[src/rtl/tmds_channel_decoder.sv]
// rtl/tmds_channel_decoder.sv - TMDS per-channel word aligner and symbol decoder
module tmds_channel_decoder #(
  parameter int C_LOCK_RUN     = 8,
  parameter int C_SEARCH_WORDS = 2048,
  parameter int C_LOSS_WORDS   = 4096,
  parameter int C_depth        = 8
) (
  input  logic               clk_pixel,
  input  logic               reset_n,
  input  logic [9:0]         in_word,
  input  logic               in_valid,
  output logic               out_valid,
  output logic [C_depth-1:0] out_data,
  output logic [1:0]         out_c,
  output logic               out_de,
  output logic               out_locked,
  output logic [3:0]         out_offset
);

  localparam int RUN_W    = (C_LOCK_RUN > 1) ? $clog2(C_LOCK_RUN) : 1;
  localparam int SEARCH_W = (C_SEARCH_WORDS > 1) ? $clog2(C_SEARCH_WORDS) : 1;
  localparam int LOSS_W   = (C_LOSS_WORDS > 1) ? $clog2(C_LOSS_WORDS) : 1;

  localparam logic [RUN_W-1:0]    RUN_LAST    = RUN_W'(C_LOCK_RUN - 1);
  localparam logic [SEARCH_W-1:0] SEARCH_LAST = SEARCH_W'(C_SEARCH_WORDS - 1);
  localparam logic [LOSS_W-1:0]   LOSS_LAST   = LOSS_W'(C_LOSS_WORDS - 1);

  typedef enum logic {
    S_SEARCH = 1'b0,
    S_LOCKED = 1'b1
  } state_t;

  // Stage 1 registers
  logic [9:0]  prev_word;
  logic [9:0]  sym;
  logic        sym_v;
  logic [19:0] window;
  logic [9:0]  window_slice;

  // Alignment FSM state
  state_t              state, state_next;
  logic [RUN_W-1:0]    run, run_next;
  logic [SEARCH_W-1:0] search_cnt, search_next;
  logic [LOSS_W-1:0]   loss_cnt, loss_next;
  logic [3:0]          offset, offset_next;

  // Symbol classification and decode
  logic       is_token;
  logic [1:0] tok_c;
  logic [7:0] q;
  logic [7:0] dec;

  // Two consecutive words cover every possible 10-bit alignment.
  assign window       = {in_word, prev_word};
  assign window_slice = 10'(window >> offset);

  // Stage 1: capture the symbol at the current bit offset
  always_ff @(posedge clk_pixel or negedge reset_n) begin
    if (!reset_n) begin
      prev_word <= '0;
      sym       <= '0;
      sym_v     <= 1'b0;
    end else begin
      sym_v <= in_valid;
      if (in_valid) begin
        prev_word <= in_word;
        sym       <= window_slice;
      end
    end
  end

  // Recognise the four control tokens
  always_comb begin
    is_token = 1'b1;
    tok_c    = 2'b00;
    case (sym)
      10'h354: tok_c = 2'b00;
      10'h0AB: tok_c = 2'b01;
      10'h154: tok_c = 2'b10;
      10'h2AB: tok_c = 2'b11;
      default: is_token = 1'b0;
    endcase
  end

  // Undo the TMDS inversion and XOR/XNOR chaining
  always_comb begin
    q      = sym[9] ? ~sym[7:0] : sym[7:0];
    dec    = '0;
    dec[0] = q[0];
    for (int i = 1; i < 8; i++) begin
      dec[i] = sym[8] ? (q[i] ^ q[i-1]) : ~(q[i] ^ q[i-1]);
    end
  end

  // Alignment FSM state register
  always_ff @(posedge clk_pixel or negedge reset_n) begin
    if (!reset_n) begin
      state      <= S_SEARCH;
      run        <= '0;
      search_cnt <= '0;
      loss_cnt   <= '0;
      offset     <= '0;
    end else begin
      state      <= state_next;
      run        <= run_next;
      search_cnt <= search_next;
      loss_cnt   <= loss_next;
      offset     <= offset_next;
    end
  end

  // Alignment FSM next state: hunt offsets for token runs, drop lock on silence
  always_comb begin
    state_next  = state;
    run_next    = run;
    search_next = search_cnt;
    loss_next   = loss_cnt;
    offset_next = offset;
    if (sym_v) begin
      case (state)
        S_SEARCH: begin
          if (is_token && (run == RUN_LAST)) begin
            // Lock beats a coincident timeout so the good offset is kept.
            state_next  = S_LOCKED;
            loss_next   = '0;
            run_next    = '0;
            search_next = '0;
          end else begin
            run_next = is_token ? run + 1'b1 : '0;
            if (search_cnt == SEARCH_LAST) begin
              offset_next = (offset == 4'd9) ? 4'd0 : offset + 4'd1;
              run_next    = '0;
              search_next = '0;
            end else begin
              search_next = search_cnt + 1'b1;
            end
          end
        end
        S_LOCKED: begin
          if (is_token) begin
            loss_next = '0;
          end else if (loss_cnt == LOSS_LAST) begin
            state_next  = S_SEARCH;
            run_next    = '0;
            search_next = '0;
          end else begin
            loss_next = loss_cnt + 1'b1;
          end
        end
        default: state_next = S_SEARCH;
      endcase
    end
  end

  // Output stage: reflects the lock state resulting from this symbol
  always_ff @(posedge clk_pixel or negedge reset_n) begin
    if (!reset_n) begin
      out_valid <= 1'b0;
      out_data  <= '0;
      out_c     <= 2'b00;
      out_de    <= 1'b0;
    end else begin
      out_valid <= sym_v;
      if (sym_v) begin
        if (state_next == S_LOCKED) begin
          if (is_token) begin
            out_de <= 1'b0;
            out_c  <= tok_c;
          end else begin
            out_de   <= 1'b1;
            out_data <= dec[7 -: C_depth];
          end
        end else begin
          out_de   <= 1'b0;
          out_c    <= 2'b00;
          out_data <= '0;
        end
      end
    end
  end

  assign out_locked = (state == S_LOCKED);
  assign out_offset = offset;

endmodule

[config.mk]
export PLATFORM = sky130hd
export DESIGN_NAME = tmds_channel_decoder
export DESIGN_NICKNAME = d
export VERILOG_FILES = /design/src/rtl/tmds_channel_decoder.sv
export SDC_FILE = /design/constraint.sdc
export NUM_CORES = 1
export LEC_CHECK = 0
export ABC_AREA = 1
export BUFFER_PORTS_ARGS = -buffer_cell sky130_fd_sc_hd__buf_2
export CAP_MARGIN = 30
export CORE_MARGIN = 4
export CORE_UTILIZATION = 60
export CTS_CLUSTER_SIZE = 8
export DETAILED_ROUTE_END_ITERATION = 8
export GPL_TIMING_DRIVEN = 0
export PLACE_DENSITY = 0.8
export SLEW_MARGIN = 10
export SYNTH_ARGS = -nofsm -noshare
export SYNTH_HDL_FRONTEND = slang
export SYNTH_SLANG_ARGS = --single-unit
[constraint.sdc]
create_clock -name clk_pixel -period 3.1 [get_ports clk_pixel]
set_clock_uncertainty 0.15 [all_clocks]
set_input_delay 0.775 -clock clk_pixel [delete_from_list [all_inputs] [get_ports clk_pixel]]
set_output_delay 0.775 -clock clk_pixel [all_outputs]
set_load 0.01 [all_outputs]
Word-level counts from Yosys, hierarchy flattened
Index checks and enable logic that the tools add are counted.

Logic and storage cells: 92. Output and inout bits: 17. Register bits after elaboration: 64. Bits of input ports: 13.

$add $sub $neg: 4. Reduce and logical (&&, ||, !) cells: 7. Bitwise gates (word level): 17. Shift-type cells: 1. Mux-type cells: 37. Equal/unequal tests: 14.

Operators with widths (count): $mux W11 (4); $mux W12 (3); $mux W8 (3); $pmux W12 S2 (1); $pmux W11 S2 (1); $eq A10 B10 Y1 const B (2); $shr A20 B4 Y10 (1); $mux W3 (5); $mux W1 (14); $add A12 B1 Y12 const B (1); $eq A12 B12 Y1 const B (1); $add A11 B1 Y11 const B (1); $eq A11 B11 Y1 const B (1); $eq A10 B8 Y1 const B (1); $eq A10 B9 Y1 const B (1); $not A1 Y1 (9); $not A8 Y8 (1); $xor A1 B1 Y1 (7); $ne A2 B2 Y1 const B (3); $pmux W2 S3 (1); $pmux W3 S2 (1); $reduce_and A3 Y1 (2); $add A4 B1 Y4 const B (1); $eq A4 B4 Y1 const B (1); other kinds (11) (14).

Longest topological paths before layout
Word-level depth: 9. Mapped depth: 15. Depth with buffers taken out: 14.

Worst setup path before layout
OpenSTA, ideal clock, no wires.

Kind: register to register. Start point: reg sym[2]. End point: reg search_cnt[8]. Cell stages (with the launch flop): 13. Arrival time: 1.522 ns. Required time: 2.833 ns. Path buffers: 1. Setup slack: 1.311 ns. Path through: dfrtp_1 -> ha_1 -> nand3_1 -> nor2_2 -> nor2_4 -> nand3_4 -> nand2_4 -> nand2_4 -> buf_6 -> nor2_8 -> nand2_1 -> nand2_1 -> nor2_1.

Word-level cells in the longest chain between the ends: 6.

Ends and longest elaborated chain: start, declared (RTL line 35) `logic [9:0] sym;`; start signal, assigned (RTL line 67) `sym <= window_slice;`; $eq A10 B10 Y1 (tied with other cells) (RTL line 76) `case (sym)`; $reduce_or A4 Y1 (no line) (*); $mux W1 (*) (RTL line 76); $logic_and A1 B1 Y1 (RTL line 122) `if (is_token && (run == RUN_LAST)) begin`; $mux W11 (RTL line 122); $pmux W11 S2 (RTL line 120) `case (state)`; end signal, assigned (RTL line 106) `search_cnt <= search_next;`; end, declared (RTL line 43) `logic [SEARCH_W-1:0] search_cnt, search_next;`.

Every way passes the cells marked *; elsewhere a longest branch is shown, timed or not. A chain may end at the register's enable or synchronous reset.

Worst setup path in the final report
Start point: reg sym[6]. End point: reg out_data[0].

Word-level cells in the longest chain between the ends: 9.

Ends and longest elaborated chain: $eq A10 B10 Y1 (tied with other cells) (RTL line 76); $reduce_or A4 Y1 (no line) (*); $mux W1 (*) (RTL line 76); $logic_and A1 B1 Y1 (RTL line 122); $mux W1 (RTL line 122); $pmux W1 S2 (RTL line 120); $mux W1 (RTL line 119) `if (sym_v) begin`; $ne A2 B2 Y1 (no line); $reduce_and A2 Y1 (no line); end signal, assigned (RTL line 171) `out_data <= dec[7 -: C_depth];`; end, declared (RTL line 13) `output logic [C_depth-1:0] out_data,`.

Marks and branches as above.

==> flow_summary.ini <==
[status]
status = complete, no violations

[setup_path]
cp.required_ns = 3.24
slowest_stage = nor2_1
crit_top_cell = nand2_1
worstSetupStartpointType = flop
cp.arrival_ns = 2.41
worstReg2RegEnd = out_data[0]
critPathCaptureType = flop
cp_num_cells = 10
critical_path_class = flop to flop
crit_start = sym[6]
critPathCapture = out_data[0]
ff2ff_setup_slack_ns = 0.83
reg2reg_depth = 10
crit_chain = inv_1 > ha_1 > nand2_1 > nor2_1 > nand2_1 > nand2_4 > nor2_1 > nand3_1 > o21bai_1 > nand2_1
max_stage_delay_ns = 0.44
critPathMaxFanout = 7
critPathTopFamily = simple AND/OR/NAND/NOR gates
r2r_start = sym[6]
crit_buf_inv = 1

[detailed_routing]
wl_per_cell_um = 13.9
wl_met3_um = 431
wirelength_um = 9150
wirelength_met1_um = 4110
via_count = 3704
wl_met2_um = 4470
ant_nets = 0
drt_iter0_drc = 213
top_layer = met4
drc_errors = 0
first_pass_iters = 5
via_per_inst = 5.61

[logic_synthesis]
yosys_warnings = 0
yosysMostFrequentCell = nand2_1
syn_avg_cell_area_um2 = 7.46
yosys-top-cells-area = dfrtp_1 (40%), nand2_1 (15%), o21ai_0 (6.3%)
synth_top_cell_area_share_pct = 39.8
synth_ff_type = dfrtp_1
ys_ff_latch = 64
synth_common_cells = nand2_1 (161), dfrtp_1 (64), o21ai_0 (51), inv_1 (47), nor2_1 (38)
synth_edf_count = 0
synth_fp_nets = 564
synth_cell_types = 38
synth-async-reset-ratio_pct = 100
syn_area_mm2 = 0.00402
ys_seq_area_share_pct = 39.8
syn-instance-count = 539
yosys.area.top_type = dfrtp_1

[layout]
fin_nets = 604
drive_gt1_share_pct = 13.9
areaGrowthSynthToFinish_pct = 10.8
num_antenna_cells = 0
fin_util_pct = 69.4

[die]
die_w_um = 89.9
io_pins = 30
initial_core_util_pct = 62.6
core_mm2 = 0.00642
die_height_um = 89.9
fp-row-count = 29
fp.dieArea_mm2 = 0.00808

[sta]
maxSlewViolCount = 0
setup_viol = 0
fin_crit_sh_pct = 73.1
rsz0062_at_grt = no
setup_ws_ns = 0.834
hold_viol = 0
fin_setup_tns_ns = 0
worst_slew_pin_slew_ns = 0.808
max_freq_mhz = 441
relSlewSlack_pct = 46.2
min_period_ns = 2.27

[power_and_ir_drop]
p_clk_share_pct = 35.8
internal_power_w = 0.00138
p_leak_nw = 2.28
power_density_mw_per_mm2 = 435
peakVddDrop_mv = 0.374
seqPwrFrac_pct = 49.2
pwr-share-comb_pct = 15.0
swShare_pct = 28.7
p_sw_w = 0.000556

[grt]
antenna_found_initial = 0
grt_pass1_wl_um = 15700
grt_max_degree = 65
overflow = 0
grt_use_total_pct = 23.2
grt_pass1_vias = 3475

[run]
cap_violations = 0

[placement]
dp_slack_ns = 0.869
dp_hpwl_um = 6770
portBuffers = 29
gp_congestion = 0.920

[worst_hold_path]
holdCritPathClass = flop to flop

[clocking]
cts_hold_buf = 0
path_clk_slew_ns = 0.07
ctsResizeCount = 0
cts_sinks = 64
clkLatencyLatePin_ns = 0.35
clock-root-buffer = clkbuf_8
numCtsBuffers = 9
cts_setup_buffers = 0
htree_levels = 3
clock_path_buffers = 2
cts_tree = done
-- worst min-delay path by stage --
| stage | endpoint | cells after the start | slack, ns | from |
|---|---|---|---|---|
| 2_1_floorplan | run[1] | 2 | 0.31 | run[1] |
| 3_3_place_gp | out_data[0] | 2 | 0.30 | out_data[0] |
| 3_5_place_dp | out_data[3] | 2 | 0.30 | out_data[3] |
| 4_1_cts | out_data[3] | 2 | 0.32 | out_data[3] |
| 5_1_grt | out_data[6] | 2 | 0.33 | out_data[6] |
| 6_report | out_data[2] | 2 | 0.32 | out_data[2] |
-- area by class of cell --
| cell class | instances | area, µm² |
|---|---|---|
| Timing Repair Buffer | 29 | 148 |
| Inverter | 52 | 203 |
| Multi-Input combinational cell | 401 | 2090 |
| Tap cell | 77 | 96.3 |
| Clock buffer | 13 | 179 |
| Clock inverter | 2 | 12.5 |
| Sequential cell | 64 | 1600 |
| Buffer | 22 | 128 |
| Fill cell | 547 | 1970 |
-- tightest hold or removal path: stages, from the launching register on --
cell and delay, ns:
dfrtp_1 0.34, nand2_1 0.05, nand2_1 0.04
-- power groups by stage --
| stage | clock network (W) | logic [W] | registers, W |
|---|---|---|---|
| 2_1_floorplan | 0 | 0.000215 | 0.000956 |
| 5_1_grt | 0.000742 | 0.000334 | 0.000961 |
| 4_1_cts | 0.000700 | 0.000293 | 0.000953 |
| 6_report | 0.000694 | 0.000291 | 0.000954 |
| 3_3_place_gp | 0 | 0.000279 | 0.000965 |
| 3_5_place_dp | 0 | 0.000291 | 0.000969 |
-- logic make-up (layout without fill, tap and decap cells) --
| kind of cell | count (synthesis) | count (layout) | share of synthesized area [%] |
|---|---|---|---|
| and+or+nand+nor | 275 | 275 | 31.6 |
| muxes | 3 | 3 | 0.747 |
| adders and majority gates | 12 | 12 | 3.73 |
| xor gates and xnor gates | 12 | 12 | 2.61 |
| DFF | 64 | 64 | 39.8 |
| buffers and inverters | 74 | 118 | 8.21 |
| AOI/OAI and AO/OA | 99 | 99 | 13.2 |
-- registers in the layout, indices dropped and copies added, names as in the netlist --
signal,flops
out_offset,4
prev_word,10
sym,10
out_valid,1
out_c,2
loss_cnt,12
out_data,8
out_de,1
sym_v,1
run,3
out_locked,1
search_cnt,11
-- metrics by stage --
stage                     power (W)  cell area [µm²]  cells  hold WS [ns]
after floorplan             0.00117             4020    539         0.307
after global placement      0.00124             4260    645         0.300
after detailed placement    0.00126             4270    645         0.303
after CTS                   0.00195             4460    660         0.321
after global routing        0.00204             4460    660         0.332
final                       0.00194             4460    660         0.318
-- routing by layer --
layer | up-vias | GRT usage [%]
met5 | - | 0
met2 | 114 | 39.0
met4 | 0 | 8.42
met3 | 13 | 3.92
li1 | 1843 | -
met1 | 1734 | 30.4
-- cells in the final DEF, fill, tap and decap left out, types with 3 or more instances in the layout --
| cell type | Yosys | layout |
|---|---|---|
| a21oi_1 | 27 | 27 |
| a22oi_1 | 3 | 3 |
| a31oi_1 | 5 | 5 |
| buf_2 | 3 | 31 |
| buf_6 | 5 | 5 |
| clkbuf_1 | 13 | 13 |
| clkbuf_8 | 0 | 13 |
| dfrtp_1 | 64 | 64 |
| ha_1 | 12 | 12 |
| inv_1 | 47 | 47 |
| inv_4 | 3 | 3 |
| mux2i_1 | 3 | 3 |
| nand2_1 | 161 | 161 |
| nand2_2 | 5 | 5 |
| nand2_4 | 6 | 6 |
| nand3_1 | 31 | 31 |
| nand4_1 | 15 | 15 |
| nor2_1 | 38 | 38 |
| nor2_2 | 4 | 4 |
| nor3_1 | 4 | 4 |
| o211ai_1 | 5 | 5 |
| o21ai_0 | 51 | 51 |
| o21ai_1 | 4 | 4 |
| xnor2_1 | 4 | 4 |
| xor2_1 | 8 | 8 |
(Power assumes the default switching activity.)
